## config.mk

```make
export PLATFORM = sky130hd
export DESIGN_NAME = gate_sweep_timer
export DESIGN_NICKNAME = d
export VERILOG_FILES = /design/src/rtl/gate_sweep_pkg.sv /design/src/rtl/gate_sweep_timer.sv
export SDC_FILE = /design/constraint.sdc
export NUM_CORES = 1
export LEC_CHECK = 0
export ABC_AREA = 1
export CAP_MARGIN = 20
export CORE_AREA = 2 2 39 41
export CTS_CLUSTER_DIAMETER = 150
export CTS_CLUSTER_SIZE = 12
export DETAILED_ROUTE_END_ITERATION = 8
export DIE_AREA = 0 0 41 43
export SKIP_LAST_GASP = 1
export SLEW_MARGIN = 20
export SYNTH_ARGS = -nofsm -noshare
export SYNTH_HDL_FRONTEND = slang
export SYNTH_SLANG_ARGS = --single-unit
```

## constraint.sdc

```tcl
create_clock -name clk -period 2.9 [get_ports clk]
set_input_delay 0.435 -clock clk [delete_from_list [all_inputs] [get_ports clk]]
set_output_delay 0.435 -clock clk [all_outputs]
set_load 0.02 [all_outputs]
```

## src/rtl/gate_sweep_pkg.sv

```systemverilog
// gate_sweep_pkg: shared FSM state type, vector count and NAND3 reference for the sweep checker
package gate_sweep_pkg;
    typedef enum logic [1:0] {IDLE, DRIVE, SAMPLE, DONE} state_t;
    localparam int NVEC = 8;
    function automatic logic nand3(input logic [2:0] v);
        return ~&v;
    endfunction
endpackage

```

## src/rtl/gate_sweep_timer.sv

```systemverilog
// gate_sweep_timer: dwell counter, expire is high in the last of DWELL enabled cycles
module gate_sweep_timer
    import gate_sweep_pkg::*;
#(
    parameter int DWELL = 10
) (
    input  logic clk,
    input  logic rst_n,
    input  logic load,
    input  logic en,
    output logic expire
);
    localparam int W = $clog2(DWELL + 1);
    logic [W-1:0] cnt;
    assign expire = en && cnt == W'(DWELL - 1);
    always_ff @(posedge clk or negedge rst_n)
        if (!rst_n) cnt <= '0;
        else if (load) cnt <= '0;
        else if (en && !expire) cnt <= cnt + 1'b1;
endmodule

```

==> results.tsv <==
stage	metric	value	unit
clock_network	clock_path_buffers	2	
cells_and_area	layout_commonest_cell	nand2_1	
timing	period_minus_slack	2260	ps
worst_setup_path	crit_type	primary input to primary output	
worst_setup_path	path_cells	clkdlybuf4s50_1 > inv_1 > nor2_1 > clkdlybuf4s50_1	
floorplanning	die_width	41	um
timing	finalHoldViolations	0	
clock_network	ctsResizeCount	0	
grt	grt_usage	6.96	%
clock_network	post_cts_buffers	0	
floorplanning	start_util	17.1	%
floorplanning	pin_count	5	
timing	setup_ws	644	ps
timing	setup_viol	0	
worst_hold_path	hold_class	primary input to async pin	
pwr	combPwrFrac	10.9	%
worst_setup_path	slowest_delay	610	ps
yosys	synthCells	31	
cells_and_area	final_cell_mix	nand2_1 (7), inv_1 (6), nor2_1 (4), dfrtp_1 (4), clkdlybuf4s50_1 (4)	
cells_and_area	syn2layout_area_growth	34.9	%
worst_setup_path	worst_setup_path_start_kind	primary input	
pwr	p_per_area	448	nW/um2
placement	place_area	297	um2
yosys	synth.distinct_cells	9	
placement	place.gp.congestion	0.658	
routing	drc	0	
clock_network	cts_buffers	3	
routing	wl	446	um
timing	fin_tns_setup	0	ps
cells_and_area	final_cell_area	319	um2
grt	antenna_found_initial	0	
clock_network	clock-sinks	4	
worst_setup_path	crit_arrival	1820	ps
worst_setup_path	crit_top_cell	clkdlybuf4s50_1	
run_status	status	finished, final reports clean	
pwr	p_switching	0.0309	mW
placement	place_ws	666	ps
worst_setup_path	cp.required	2470	ps
cells_and_area	largest_register_ffs	4	
pwr	p_seq_share	43.1	%
floorplanning	die_h	43	um
yosys	ys_seq_area_share	42.3	%
clock_network	clock-root-buffer	clkbuf_4	
clock_network	cts_max_level	1	
timing	rsz0062_at_grt	false	
routing	avgRoutedWirePerCell	8.26	um
placement	port_buffers	4	
pwr	p_int	0.112	mW
cells_and_area	drive_gt1_share	7.89	%
worst_setup_path	path_max_fanout	7	
cells_and_area	antenna_cells	0	
floorplanning	core_area	1380	um2
timing	slew_viol_final	0	
routing	antenna_left	0	
yosys	synthesis.nets	37	
placement	dp_hpwl	349	um
routing	drt-initial-drc-count	13	
clock_network	cts_tree	done	
grt	grt-ovfl-total	0	
routing	num_vias	211	
yosys	ys_seq_elements	4	
timing	clock_skew	1.19	ps
cells_and_area	postLayoutCoreUtil	23.1	%
worst_setup_path	rrSetupSlack	1760	ps
worst_setup_path	worst_path_max_delay_cell	clkdlybuf4s50_1	
clock_network	hold_buffers	0	
worst_setup_path	crit_family	buffers and inverters	
yosys	yosys_warnings	0	
pwr	power_leakage	0.165	nW
cells_and_area	largest-register	cnt	
yosys	synth_area	236	um2
timing	worst_pin_slew	257	ps
clock_network	clk_latency	230	ps
timing	slew_headroom	82.8	%
routing	dr.pass1.iters	4	
worst_setup_path	cp_num_buf_inv	3	
floorplanning	dieArea	1760	um2
cells_and_area	reg_top3	cnt: 4 flops	
cells_and_area	layout.nets	46	
job	cap_violations	0	
yosys	avgSynthCellArea	7.63	um2
worst_setup_path	critPathCaptureType	primary output	
pwr	clockPowerShare	46.1	%
grt	grt_pass1_wl	710	um
pwr	peakVddDrop	160	uV
floorplanning	fp-row-count	14	
timing	period_share	77.8	%
pwr	total_power	0.143	mW
pwr	p_sw_share	21.6	%
grt	grt_max_degree	8	
timing	fmax	443	MHz
clock_network	clk_pin_slew	30	ps
grt	grt_pass1_vias	177	
routing	viasPerCell	3.91	
[kinds of logic (layout without fill, tap and decap cells)]
group / count (synthesis) / count (layout) / share of synthesized area, %
flops: 4 / 4 / 42.3
fa+ha+maj: 2 / 2 / 10.6
compound gates: 1 / 1 / 2.65
buf+inv: 6 / 13 / 9.52
simple gates: 18 / 18 / 34.9
[final timing paths]
check | from | to | cells past startpoint
max in group asynchronous | rst_n | cnt[1] | 1
hold reg to reg | cnt[2] | cnt[2] | 2
setup reg to reg | cnt[0] | cnt[1] | 5
min in group clk | cnt[2] | cnt[2] | 2
hold / removal | rst_n | cnt[3] | 1
setup / recovery | en | expire | 4
[routing by layer]
| layer | vias up | wire, um | global-route usage [%] |
|---|---|---|---|
| li1 | 116 | - | - |
| met1 | 89 | 212 | 7.52 |
| met2 | 6 | 191 | 7.81 |
| met3 | 0 | 42 | 7.85 |
| met4 | 0 | 0 | 4.00 |
| met5 | - | 0 | 0 |
[cell usage after synthesis, drive strengths merged]
cell type / count / share of area [%]
a31oi: 1 / 2.6
dfrtp: 4 / 42
ha: 2 / 11
inv: 6 / 9.5
nand2: 7 / 11
nand3: 3 / 6.3
nand3b: 1 / 3.2
nand4: 3 / 7.9
nor2: 4 / 6.3
[cell type report]
cell class / instances / area [um2]
fillers: 162 / 1060
multi-input cells: 21 / 114
flip-flops and latches: 4 / 100
repair buffers: 4 / 40.0
clock buffers: 3 / 22.5
inverters: 6 / 22.5
well taps: 16 / 20.0
[through the flow]
step	instances	hold WS, ps
finish	54	406
global route	54	403
CTS	54	403
detailed placement	51	563
global placement	51	546
floorplan	31	139
[power groups by stage]
stage	clock [mW]	combinational, mW	sequential, mW
after floorplan	0	0.00796	0.0615
after detailed placement	0	0.0155	0.0623
after global routing	0.0766	0.0179	0.0622
after global placement	0	0.0150	0.0622
final	0.0659	0.0155	0.0616
after CTS	0.0705	0.0156	0.0616
Power figures use the tool's default switching activity.
